File: config.mk
export PLATFORM = sky130hd
export DESIGN_NAME = alu_flow_ctrl
export DESIGN_NICKNAME = d
export VERILOG_FILES = /design/src/rtl/alu_flow_pkg.sv /design/src/rtl/alu_flow_ctrl_branch_cond.sv /design/src/rtl/alu_flow_ctrl.sv
export SDC_FILE = /design/constraint.sdc
export NUM_CORES = 1
export LEC_CHECK = 0
export CORE_MARGIN = 2
export CORE_UTILIZATION = 60
export CTS_BUF_LIST = sky130_fd_sc_hd__clkbuf_4
export DETAILED_ROUTE_END_ITERATION = 16
export DONT_BUFFER_PORTS = 1
export HOLD_SLACK_MARGIN = 0.12
export PLACE_DENSITY = 0.76
export SYNTH_ARGS = -nofsm -noshare
export SYNTH_HDL_FRONTEND = slang
export SYNTH_SLANG_ARGS = --single-unit
File: constraint.sdc
create_clock -name clk -period 4.3 [get_ports clk]
set_input_delay 0.43 -clock clk [delete_from_list [all_inputs] [get_ports clk]]
set_output_delay 0.43 -clock clk [all_outputs]
set_load 0.02 [all_outputs]
File: src/rtl/alu_flow_pkg.sv
// Shared encodings for the ALU flag/program-flow stage: flow opcodes,
// status-register bit positions and the trap-mode FSM state type.
package alu_flow_pkg;

    localparam logic [2:0] OP_TRAP = 3'd0;
    localparam logic [2:0] OP_NOP  = 3'd1;
    localparam logic [2:0] OP_JMP  = 3'd2;
    localparam logic [2:0] OP_JZ   = 3'd3;
    localparam logic [2:0] OP_JS   = 3'd4;
    localparam logic [2:0] OP_JZS  = 3'd5;
    localparam logic [2:0] OP_LSR  = 3'd6;
    localparam logic [2:0] OP_XSR  = 3'd7;

    localparam int SR_Z = 0;
    localparam int SR_S = 1;
    localparam int SR_C = 2;
    localparam int SR_T = 3;

    typedef enum logic {
        ST_RUN  = 1'b0,
        ST_TRAP = 1'b1
    } state_e;

endpackage

File: src/rtl/alu_flow_ctrl_branch_cond.sv
// Branch condition evaluation: decides from the opcode and the forwarded
// Z/S flags whether a jump op is taken. Non-jump ops never report taken.
module alu_branch_cond
    import alu_flow_pkg::*;
(
    input  logic [2:0] flow_op_i,
    input  logic       flag_z_i,
    input  logic       flag_s_i,
    output logic       taken_o
);

    always_comb begin
        taken_o = 1'b0;
        case (flow_op_i)
            OP_JMP:  taken_o = 1'b1;
            OP_JZ:   taken_o = flag_z_i;
            OP_JS:   taken_o = flag_s_i;
            OP_JZS:  taken_o = flag_z_i | flag_s_i;
            default: taken_o = 1'b0;
        endcase
    end

endmodule

File: src/rtl/alu_flow_ctrl.sv
// Flag capture, carry-in supply, flow-op resolution, branch redirect, flush
// window and trap FSM. Optional trap shadow of the flags: TRAP_SHADOW_EN.
//
// state   | meaning
// --------+--------------------------------------------------------------
// ST_RUN  | normal operation, flow ops accepted when no flush is pending
// ST_TRAP | trap mode, flow ops blocked, flags still captured
module alu_flow_ctrl
    import alu_flow_pkg::*;
#(
    parameter int WIDTH        = 20,
    parameter int FLUSH_CYCLES = 2
) (
    input  logic             clk,
    input  logic             rst_n,
    input  logic             res_valid,
    input  logic             res_zero,
    input  logic             res_sign,
    input  logic             res_carry,
    input  logic [2:0]       res_upd_mask,
    input  logic             flow_valid,
    output logic             flow_ready,
    input  logic [2:0]       flow_op,
    input  logic [WIDTH-1:0] flow_target,
    input  logic [3:0]       flow_imm,
    input  logic             trap_clear,
    output logic [3:0]       sr,
    output logic             carry_in,
    output logic             branch_taken,
    output logic [WIDTH-1:0] branch_target,
    output logic             flush,
    output logic             trap_active
);

    localparam logic [3:0] FLUSH_LOAD = 4'(FLUSH_CYCLES);

    state_e           state_q;
    logic             trap_active_q;
    logic             t_q;
    logic [2:0]       flags_q;
    logic [2:0]       flags_d;
    logic [2:0]       fwd_flags;
    logic [2:0]       res_flags;
    logic             branch_taken_q;
    logic [WIDTH-1:0] branch_target_q;
    logic [3:0]       flush_cnt_q;
    logic [3:0]       flush_cnt_d;
    logic             flush_active;
    logic             accept;
    logic             flag_upd;
    logic             cond_taken;
    logic             branch_go;
    logic             trap_enter;
    logic             unused_imm_t;

`ifdef TRAP_SHADOW_EN
    logic [2:0]       shadow_q;
    logic             trap_exit;
`endif

    // T is owned by the trap FSM, so the immediate's top bit is never used.
    assign unused_imm_t = flow_imm[SR_T];

    assign flush_active = (flush_cnt_q != 4'd0);
    assign flow_ready   = (state_q == ST_RUN) && !flush_active;
    assign accept       = flow_valid && flow_ready;
    assign flag_upd     = res_valid && !flush_active;
    assign trap_enter   = accept && (flow_op == OP_TRAP);

    assign res_flags[SR_Z] = res_zero;
    assign res_flags[SR_S] = res_sign;
    assign res_flags[SR_C] = res_carry;

    // Flags as they will be after this cycle's ALU write; jumps test these.
    always_comb begin
        fwd_flags = flags_q;
        for (int i = 0; i < 3; i++) begin
            if (flag_upd && res_upd_mask[i]) begin
                fwd_flags[i] = res_flags[i];
            end
        end
    end

    alu_branch_cond u_branch_cond (
        .flow_op_i (flow_op),
        .flag_z_i  (fwd_flags[SR_Z]),
        .flag_s_i  (fwd_flags[SR_S]),
        .taken_o   (cond_taken)
    );

    assign branch_go = accept && cond_taken;

`ifdef TRAP_SHADOW_EN
    assign trap_exit = (state_q == ST_TRAP) && trap_clear;
`endif

    always_comb begin
        flags_d = fwd_flags;
        if (accept && (flow_op == OP_LSR)) begin
            flags_d = flow_imm[2:0];
        end else if (accept && (flow_op == OP_XSR)) begin
            flags_d = flags_q ^ flow_imm[2:0];
        end
`ifdef TRAP_SHADOW_EN
        if (trap_exit) begin
            flags_d = shadow_q;
        end
`endif
    end

    always_comb begin
        flush_cnt_d = flush_cnt_q;
        if (branch_go) begin
            flush_cnt_d = FLUSH_LOAD;
        end else if (flush_active) begin
            flush_cnt_d = flush_cnt_q - 4'd1;
        end
    end

    always_ff @(posedge clk or negedge rst_n) begin
        if (!rst_n) begin
            flags_q         <= 3'b000;
            branch_taken_q  <= 1'b0;
            branch_target_q <= '0;
            flush_cnt_q     <= 4'd0;
        end else begin
            flags_q        <= flags_d;
            branch_taken_q <= branch_go;
            flush_cnt_q    <= flush_cnt_d;
            if (branch_go) begin
                branch_target_q <= flow_target;
            end
        end
    end

    // Trap entry wins over a simultaneous trap_clear since clear is only
    // examined once the FSM is already in ST_TRAP.
    always_ff @(posedge clk or negedge rst_n) begin
        if (!rst_n) begin
            state_q       <= ST_RUN;
            trap_active_q <= 1'b0;
            t_q           <= 1'b0;
`ifdef TRAP_SHADOW_EN
            shadow_q      <= 3'b000;
`endif
        end else begin
            case (state_q)
                ST_RUN: begin
                    if (trap_enter) begin
                        state_q       <= ST_TRAP;
                        trap_active_q <= 1'b1;
                        t_q           <= 1'b1;
`ifdef TRAP_SHADOW_EN
                        shadow_q      <= flags_q;
`endif
                    end
                end
                ST_TRAP: begin
                    if (trap_clear) begin
                        state_q       <= ST_RUN;
                        trap_active_q <= 1'b0;
                        t_q           <= 1'b0;
                    end
                end
                default: begin
                    state_q       <= ST_RUN;
                    trap_active_q <= 1'b0;
                    t_q           <= 1'b0;
                end
            endcase
        end
    end

    assign sr            = {t_q, flags_q};
    assign carry_in      = flags_q[SR_C];
    assign branch_taken  = branch_taken_q;
    assign branch_target = branch_target_q;
    assign flush         = flush_active;
    assign trap_active   = trap_active_q;

endmodule
==> impl_metrics.yaml <==
sta:
  fmaxAchievable_mhz: 353
  tns_ns: 0
  worst_pin_slew_ns: 0.812
  grt_setup_unrepaired: "no"
  report.final.slew_viol_count: 0
  post-route-min-period_ns: 2.83
  timing.hold.ws_ns: 0.189
  setup_ws_ns: 1.47
  fin_worst_skew_ns: 0.00659
  post-route-period-util: 0.659
  relSlewSlack: 0.457
  setup_violations: 0
  hold_viol: 0
min_path:
  hold_path_class: "primary input to register"
synthesis:
  synth_nets: 153
  synth_cells: 114
  synthArstFlopShare: 1.00
  synth_area_mm2: 0.00147
  yosysWarnings: 0
  synth_cell_type_count: 33
  synth-seq-cells: 30
  synth_edf_count: 0
  ys.flop_type: "dfrtp_1"
  seq_area_frac_synth: 0.512
  avgSynthCellArea_um2: 12.9
cts:
  post-cts-setup-buffer-count: 0
  root_buffer: "clkbuf_4"
  cts_made_buffers: 5
  htree_num_levels: 2
  clock-sinks: 30
  clock_latency_ns: 0.32
  clk_pin_slew_worst_paths_ns: 0.09
  cts_tree: "yes"
  clockBufferDepth: 2
global_routing:
  grt.total_usage: 0.196
  grt_max_degree: 31
  antenna_found_initial: 0
  grt_pass1_wl_um: 3820
  grt_pass1_vias: 883
  grt-ovfl-total: 0
cells_and_area:
  nNetsFinal: 157
  utilization: 0.691
  fill_cells: 182
  multi_input_area_um2: 662
  drive_above_1_share: 0.294
  mostFrequentLayoutCells: "dfrtp_1 (30), mux2_4 (17), nand2_1 (10)"
  layout_commonest_cell: "dfrtp_1"
  seqCellArea_um2: 751
  diodes: 0
  synthToLayoutAreaGrowth_pct: 6.32
critical_path:
  crit_type: "register to register"
  cp-start-kind: "register"
  cp-end-kind: "register"
  crit_arrival_ns: 3.03
  required_ns: 4.50
  crit_fanout: 23
floorplanning:
  dieHeight_um: 53.4
  io-pin-count: 67
  fp.dieW_um: 53.4
  fp-row-count: 17
  die-area_mm2: 0.00285
  coreArea_mm2: 0.00225
  initial_utilization: 0.650
detailed_routing:
  wire_per_inst_um: 16.9
  first_pass_iters: 3
  viasPerCell: 5.99
  drt-initial-drc-count: 8
  vias: 881
  finalWirelength_um: 2490
  ant_nets: 0
  drc: 0
flow_run:
  max_cap_violations: 0
power:
  power.density_mw_per_mm2: 740
  p_leak_uw: 0.000707
  vdd_drop_max_mv: 0.536
placement:
  dp_slack_ns: 1.48
  io_buffers: 0
  globalplace.congestion: 0.658
  place_hpwl_um: 1760
run_status:
  status: "finished clean"
per-stage QoR:
| stage | cells | power (µW) | cell area, µm² |
|---|---|---|---|
| 4_1_cts | 147 | 1170 | 1560 |
| 3_3_place_gp | 137 | 979 | 1470 |
| 5_1_grt | 147 | 1230 | 1560 |
| 2_1_floorplan | 114 | 947 | 1470 |
| 3_5_place_dp | 137 | 996 | 1470 |
| 6_report | 147 | 1150 | 1560 |
worst max-delay path: stages, from the launching register on:
cell     delay, ns
dfrtp_1       0.39
inv_1         0.08
ha_1          0.29
nor4b_2       0.72
nand3_1       0.22
o32ai_4       0.23
buf_4         0.38
mux2_2        0.38
sequential cells by signal, summed over array words and instances (netlist names):
register / flops
branch_target: 20
flags_q: 3
flush_cnt_q: 4
branch_taken: 1
state_q: 1
t_q: 1
cell families after synthesis:
| kind of cell | synth area share |
|---|---|
| AO/OA/AOI/OAI | 0.0973 |
| XOR/XNOR | 0.00598 |
| adder cells (fa/ha/maj) | 0.00854 |
| flip-flops | 0.512 |
| multiplexers | 0.211 |
| AND/OR/NAND/NOR | 0.121 |
| buffers and inverters | 0.0436 |
metal layers:
| metal | GRT usage | share of wire | wire length (µm) |
|---|---|---|---|
| met5 | 0 | 0 | 0 |
| met4 | 0.103 | 0.014 | 34 |
| met3 | 0.0819 | 0.11 | 268 |
| met2 | 0.302 | 0.47 | 1180 |
| met1 | 0.229 | 0.41 | 1010 |
final cells by class:
| class | instances | share of cell area |
|---|---|---|
| Multi-Input combinational cell | 73 | 0.425 |
| Clock inverter | 2 | 0.00562 |
| Sequential cell | 30 | 0.482 |
| Timing Repair Buffer | 3 | 0.0241 |
| Inverter | 5 | 0.0120 |
| Tap cell | 28 | 0.0225 |
| Clock buffer | 6 | 0.0289 |
power by group:
part,switching [µW],internal [µW]
Sequential,258,412
Clock,88.7,67.6
Combinational,128,200
Total,474,679
final timing paths:
path / start / to / slack, ns / cells past startpoint
hold / removal: trap_clear / t_q / 0.19 / 1
hold reg to reg: state_q / t_q / 0.50 / 1
setup / recovery: flush_cnt_q[0] / branch_target[0] / 1.47 / 7
setup reg to reg: flush_cnt_q[0] / branch_target[0] / 1.47 / 7
min in group asynchronous: rst_n / branch_target[5] / 0.55 / 2
max in group asynchronous: rst_n / branch_taken / 3.58 / 2
repair_timing:
action                     4_1_cts  5_1_grt
setup endpoints to repair        0        0
resized for setup                0        0
hold endpoints to repair        30        0
hold buffers                     2        0
Yosys cell counts, drive strengths merged (2+ instances only):
cell type	number	area (µm²)
mux2	20	289
o21ai	3	15.0
buf	4	37.5
a21boi	2	15.0
mux2i	2	20.0
nand2	10	37.5
inv	5	18.8
dfrtp	30	751
nor3	3	15.0
nand3	4	20.0
nor2	4	15.0
a21oi	5	25.0
a21o	3	23.8
clkbuf	2	7.51
a311oi	2	17.5
Note: power is estimated with default switching activity, not from simulation.
